`src/rtl/id_stage_ctrl.sv`:
```
// Decode-stage controller: one registered slot between IF and EX. It decodes each
// instruction, inserts a one-cycle bubble on a load-use hazard and counts stall cycles.

module id_imm_gen (
  input  logic [31:0] instr_i,
  output logic [31:0] imm_o,
  output logic        legal_o
);
  localparam logic [6:0] OPC_LUI    = 7'b0110111;
  localparam logic [6:0] OPC_AUIPC  = 7'b0010111;
  localparam logic [6:0] OPC_JAL    = 7'b1101111;
  localparam logic [6:0] OPC_JALR   = 7'b1100111;
  localparam logic [6:0] OPC_BRANCH = 7'b1100011;
  localparam logic [6:0] OPC_LOAD   = 7'b0000011;
  localparam logic [6:0] OPC_STORE  = 7'b0100011;
  localparam logic [6:0] OPC_ITYPE  = 7'b0010011;
  localparam logic [6:0] OPC_OP     = 7'b0110011;

  always_comb begin
    imm_o   = 32'd0;
    legal_o = 1'b1;
    unique case (instr_i[6:0])
      OPC_LUI, OPC_AUIPC:
        imm_o = {instr_i[31:12], 12'd0};
      OPC_JAL:
        imm_o = {{12{instr_i[31]}}, instr_i[19:12], instr_i[20], instr_i[30:21], 1'b0};
      OPC_JALR, OPC_LOAD, OPC_ITYPE:
        imm_o = {{20{instr_i[31]}}, instr_i[31:20]};
      OPC_BRANCH:
        imm_o = {{20{instr_i[31]}}, instr_i[7], instr_i[30:25], instr_i[11:8], 1'b0};
      OPC_STORE:
        imm_o = {{20{instr_i[31]}}, instr_i[31:25], instr_i[11:7]};
      OPC_OP:
        imm_o = 32'd0;
      default: begin
        imm_o   = 32'd0;
        legal_o = 1'b0;
      end
    endcase
  end
endmodule

module id_stage_ctrl #(
  parameter int CNT_W = 16
) (
  input  logic             clk,
  input  logic             rst_n,
  input  logic             if_valid,
  output logic             if_ready,
  input  logic [31:0]      if_instr,
  input  logic [31:0]      if_pc,
  input  logic             flush,
  output logic             ex_valid,
  input  logic             ex_ready,
  output logic [31:0]      ex_pc,
  output logic [31:0]      ex_instr,
  output logic [31:0]      ex_imm,
  output logic [4:0]       ex_rs1,
  output logic [4:0]       ex_rs2,
  output logic [4:0]       ex_rd,
  output logic             ex_is_load,
  output logic             ex_illegal,
  output logic [CNT_W-1:0] stall_cnt
);
  localparam logic [6:0] OPC_JALR   = 7'b1100111;
  localparam logic [6:0] OPC_BRANCH = 7'b1100011;
  localparam logic [6:0] OPC_LOAD   = 7'b0000011;
  localparam logic [6:0] OPC_STORE  = 7'b0100011;
  localparam logic [6:0] OPC_ITYPE  = 7'b0010011;
  localparam logic [6:0] OPC_OP     = 7'b0110011;

  typedef enum logic {S_EMPTY = 1'b0, S_FULL = 1'b1} state_e;

  state_e           state_q;
  logic [31:0]      ex_pc_q, ex_instr_q, ex_imm_q;
  logic [4:0]       ex_rs1_q, ex_rs2_q, ex_rd_q;
  logic             ex_is_load_q, ex_illegal_q;
  logic [CNT_W-1:0] stall_cnt_q, stall_cnt_d;

  logic [6:0]  if_opc;
  logic [31:0] dec_imm;
  logic        dec_legal;
  logic        uses_rs1, uses_rs2;
  logic        advance, hazard, accept;

  id_imm_gen u_imm_gen (
    .instr_i (if_instr),
    .imm_o   (dec_imm),
    .legal_o (dec_legal)
  );

  assign if_opc   = if_instr[6:0];
  assign uses_rs1 = (if_opc == OPC_JALR)  | (if_opc == OPC_BRANCH) | (if_opc == OPC_LOAD) |
                    (if_opc == OPC_STORE) | (if_opc == OPC_ITYPE)  | (if_opc == OPC_OP);
  assign uses_rs2 = (if_opc == OPC_BRANCH) | (if_opc == OPC_STORE) | (if_opc == OPC_OP);

  assign ex_valid = (state_q == S_FULL);
  assign advance  = !ex_valid | ex_ready;
  assign hazard   = if_valid & ex_valid & ex_is_load_q & (ex_rd_q != 5'd0) &
                    ((uses_rs1 & (if_instr[19:15] == ex_rd_q)) |
                     (uses_rs2 & (if_instr[24:20] == ex_rd_q)));
  // rst_n gates the handshake so IF never sees ready while the core is held in reset.
  assign if_ready = rst_n & advance & !hazard & !flush;
  assign accept   = if_valid & if_ready;

  assign stall_cnt_d = (hazard && !flush && (stall_cnt_q != {CNT_W{1'b1}}))
                       ? stall_cnt_q + {{(CNT_W-1){1'b0}}, 1'b1} : stall_cnt_q;

  always_ff @(posedge clk or negedge rst_n) begin
    if (!rst_n) begin
      state_q      <= S_EMPTY;
      ex_pc_q      <= 32'd0;
      ex_instr_q   <= 32'd0;
      ex_imm_q     <= 32'd0;
      ex_rs1_q     <= 5'd0;
      ex_rs2_q     <= 5'd0;
      ex_rd_q      <= 5'd0;
      ex_is_load_q <= 1'b0;
      ex_illegal_q <= 1'b0;
      stall_cnt_q  <= '0;
    end else begin
      stall_cnt_q <= stall_cnt_d;
      if (flush) begin
        state_q <= S_EMPTY;
      end else if (accept) begin
        state_q      <= S_FULL;
        ex_pc_q      <= if_pc;
        ex_instr_q   <= if_instr;
        ex_imm_q     <= dec_imm;
        ex_rs1_q     <= if_instr[19:15];
        ex_rs2_q     <= if_instr[24:20];
        ex_rd_q      <= if_instr[11:7];
        ex_is_load_q <= (if_opc == OPC_LOAD);
        ex_illegal_q <= !dec_legal;
      end else if (advance) begin
        state_q <= S_EMPTY;
      end
    end
  end

  assign ex_pc      = ex_pc_q;
  assign ex_instr   = ex_instr_q;
  assign ex_imm     = ex_imm_q;
  assign ex_rs1     = ex_rs1_q;
  assign ex_rs2     = ex_rs2_q;
  assign ex_rd      = ex_rd_q;
  assign ex_is_load = ex_is_load_q;
  assign ex_illegal = ex_illegal_q;
  assign stall_cnt  = stall_cnt_q;
endmodule

```
`config.mk`:
```
export PLATFORM = sky130hd
export DESIGN_NAME = id_stage_ctrl
export DESIGN_NICKNAME = d
export VERILOG_FILES = /design/src/rtl/id_stage_ctrl.sv
export SDC_FILE = /design/constraint.sdc
export NUM_CORES = 1
export LEC_CHECK = 0
export CAP_MARGIN = 20
export CORE_AREA = 2 2 137 86
export DETAILED_ROUTE_END_ITERATION = 7
export DIE_AREA = 0 0 139 88
export GPL_ROUTABILITY_DRIVEN = 0
export GPL_TIMING_DRIVEN = 0
export PLACE_DENSITY = 0.84
export SKIP_LAST_GASP = 1
export SLEW_MARGIN = 20
export SYNTH_ARGS = -nofsm -noshare
export SYNTH_HDL_FRONTEND = slang
export SYNTH_SLANG_ARGS = --single-unit
export TNS_END_PERCENT = 50
```
`constraint.sdc`:
```
create_clock -name clk -period 3.5 [get_ports clk]
set_input_delay 0.35 -clock clk [delete_from_list [all_inputs] [get_ports clk]]
set_output_delay 0.35 -clock clk [all_outputs]
set_load 0.005 [all_outputs]
```
==> flow_summary.json, run 1 <==
{
  "ir_drop_mv": 0.435,
  "syn_area_mm2": 0.00505,
  "final.fill_count": 762,
  "synth_seq_cells": 115,
  "vias": 4044,
  "finalSetupViolCount": 0,
  "dieHeight_um": 88,
  "nets": 687,
  "drc": 0,
  "core_region_area_mm2": 0.0110,
  "min_period_ps": 3240,
  "io_buffers": 199,
  "slowest_stage": "o31ai_4",
  "avgViaCountPerCell": 5.22,
  "clk_pin_slew_ps": 50,
  "startpoint_type": "primary input",
  "critPathMostFrequentCell": "clkdlybuf4s50_1",
  "firstDrtPassIters": 5,
  "antenna_cells": 0,
  "p_leak_uw": 0.00333,
  "slew_violations": 0,
  "critPathMaxFanout": 10,
  "place_area_mm2": 0.00725,
  "cp.buffers_inverters": 4,
  "final_util_pct": 72.2,
  "final_hold_viol_count": 0,
  "hpwlAfterDp_um": 10300,
  "path_delay_family": "buffers and inverters",
  "io_pins": 200,
  "cts_buffers": 17,
  "yosys_warnings": 0,
  "async_flop_share_pct": 100,
  "avgSynthCellArea_um2": 12.8,
  "final_common_cell": "clkdlybuf4s50_1",
  "synth_top_area_share_pct": 56.9,
  "max_cap_viol_count": 0,
  "clk_latency_ps": 410,
  "synth_seq_area_share_pct": 56.9,
  "slowest_delay_ps": 490,
  "layout-drive-gt1-share_pct": 18.4,
  "multi_input_area_mm2": 0.00193,
  "synth_edf_count": 0,
  "synth.distinct_cells": 41,
  "grt_pass1_vias": 4127,
  "cts_tree": "done",
  "cp_data_arrival_time_ps": 2890,
  "syn_to_final_growth_pct": 56.7,
  "grt_overflow": 0,
  "path_class": "in2out",
  "grt_pass1_wl_um": 22000,
  "rsz0062_at_grt": "no",
  "start_util_pct": 46.1,
  "syn_nets": 466,
  "skew_ps": 9.08,
  "slew_headroom_pct": 47.3,
  "wl_per_cell_um": 18.1,
  "h-tree-depth": 4,
  "synthFlopType": "dfrtp_1",
  "synth_top_cell_by_area": "dfrtp_1",
  "outcome": "completed",
  "register_area_mm2": 0.00288,
  "die_w_um": 139,
  "ctsRootBufferMaster": "clkbuf_16",
  "timing.hold.ws_ps": 445,
  "max_freq_ghz": 0.309,
  "drt_iter0_markers": 298,
  "die-area_mm2": 0.0122,
  "min_path_type": "in2async",
  "row_count": 30,
  "track_usage_pct": 23.4,
  "tns_ps": 0,
  "final_cell_mix": "clkdlybuf4s50_1, dfrtp_1, mux2_2, nand2_1, mux2_1",
  "antenna_found_initial": 0,
  "grt_start_max_net_pins": 75,
  "synth.area.top_cells": "dfrtp_1, mux2_2, mux2_1",
  "synthCells": 396,
  "max-clock-path-buffers": 2,
  "finalCritPeriodShare_pct": 92.5,
  "fin_area_mm2": 0.00792,
  "cts_sinks": 115,
  "worstPathCellList": "clkdlybuf4s50_1, and3b_1, buf_2, nand3_1, o31ai_4, clkbuf_1, a21boi_0, clkdlybuf4s50_1",
  "antenna_left": 0,
  "worst-endpoint-required_ps": 3150,
  "worst_pin_slew_ps": 785,
  "cp-end-kind": "output port",
  "drt-total-wl_um": 14000,
  "powerDensity_mw_per_mm2": 572
}
==> layer usage <==
metal  vias up  wire, um  GRT usage (%)
met4         0        85           6.43
li1       1835         -              -
met2       180      6420           36.1
met1      2022      6140           31.0
met3         7      1370           9.95
met5         -         0              0
==> final cells by class <==
type / instances / share of cell area (%)
sequential: 115 / 36.3
timing repair buffer: 202 / 25.7
multi-input combinational: 236 / 24.4
clock buffer: 19 / 5.59
clock inverter: 13 / 2.59
buffer: 34 / 2.58
tap: 144 / 2.28
inverter: 11 / 0.521
==> registers in the layout, summed over array words and instances (netlist names) <==
signal and flops:
ex_imm 32, ex_instr 32, ex_pc 32, stall_cnt 16, ex_illegal 1, ex_is_load 1, ex_valid 1
==> timing repair <==
item,4_1_cts,5_1_grt
buffers inserted,0,0
hold buffers,1,0
gates resized for setup,0,0
endpoints found under the hold margin,42,0
==> report_power, final <==
| group | leakage, uW | switching [uW] | internal [uW] |
|---|---|---|---|
| combinational | 0.00160 | 296 | 670 |
| sequential | 0.00142 | 133 | 1530 |
| clock | 0.000310 | 619 | 1280 |
| total | 0.00333 | 1050 | 3480 |
==> final timing paths <==
path,startpoint,depth (start not counted),slack (ps),to
worst min register to register,ex_instr[12],1,480,ex_instr[12]
min in group clk,ex_instr[12],1,480,ex_instr[12]
worst min-delay path,rst_n,2,440,ex_instr[13]
max in group asynchronous,rst_n,3,2350,stall_cnt[10]
worst max-delay path,if_instr[3],8,260,if_ready
worst max register to register,ex_instr[9],7,1150,ex_imm[19]
==> Yosys cell counts, types with 2 or more instances <==
library cell    n
a21oi_1         5
xor2_1          4
buf_2          10
a2bb2oi_1      19
and4_1          2
and3_1          9
nand2_1        36
nand4b_1        2
nand3_1         7
nor3_1          4
mux2_2         49
a22o_1          4
clkbuf_1        6
nand2b_1        2
buf_4          17
nor2_1          8
mux2_1         24
nand4_1        12
o21ai_0         2
mux2i_1         8
or2_2           2
xnor2_1        20
and3b_1         2
inv_1          11
dfrtp_1       115
==> logic make-up after synthesis <==
| group | synth area share [%] |
|---|---|
| AO/OA/AOI/OAI | 7.20 |
| XOR/XNOR | 4.16 |
| adder cells (fa/ha/maj) | 0.248 |
| buffers and inverters | 4.85 |
| flip-flops | 56.9 |
| multiplexers | 17.9 |
| AND/OR/NAND/NOR | 8.74 |
==> per-stage QoR <==
step                      power, uW  std cells  setup WS (ps)
after floorplan                1980        396           1520
after global placement         2620        739          -3010
after detailed placement       2650        740            278
after CTS                      4570        773            268
after global routing           4710        774           88.8
final                          4530        774            261
Note: power is estimated with default switching activity, not from simulation.
==> inputs of run 2 (changes only) <==
Settings changed: CAP_MARGIN 20 to not set.
==> results of run 2 <==
The final DEF is identical to that of run 1; final timing and power are the same.
==> inputs of run 3 (changes only) <==
Settings changed: CAP_MARGIN set to 10.
==> results of run 3 <==
The final DEF is identical to that of run 1; final timing and power are the same.
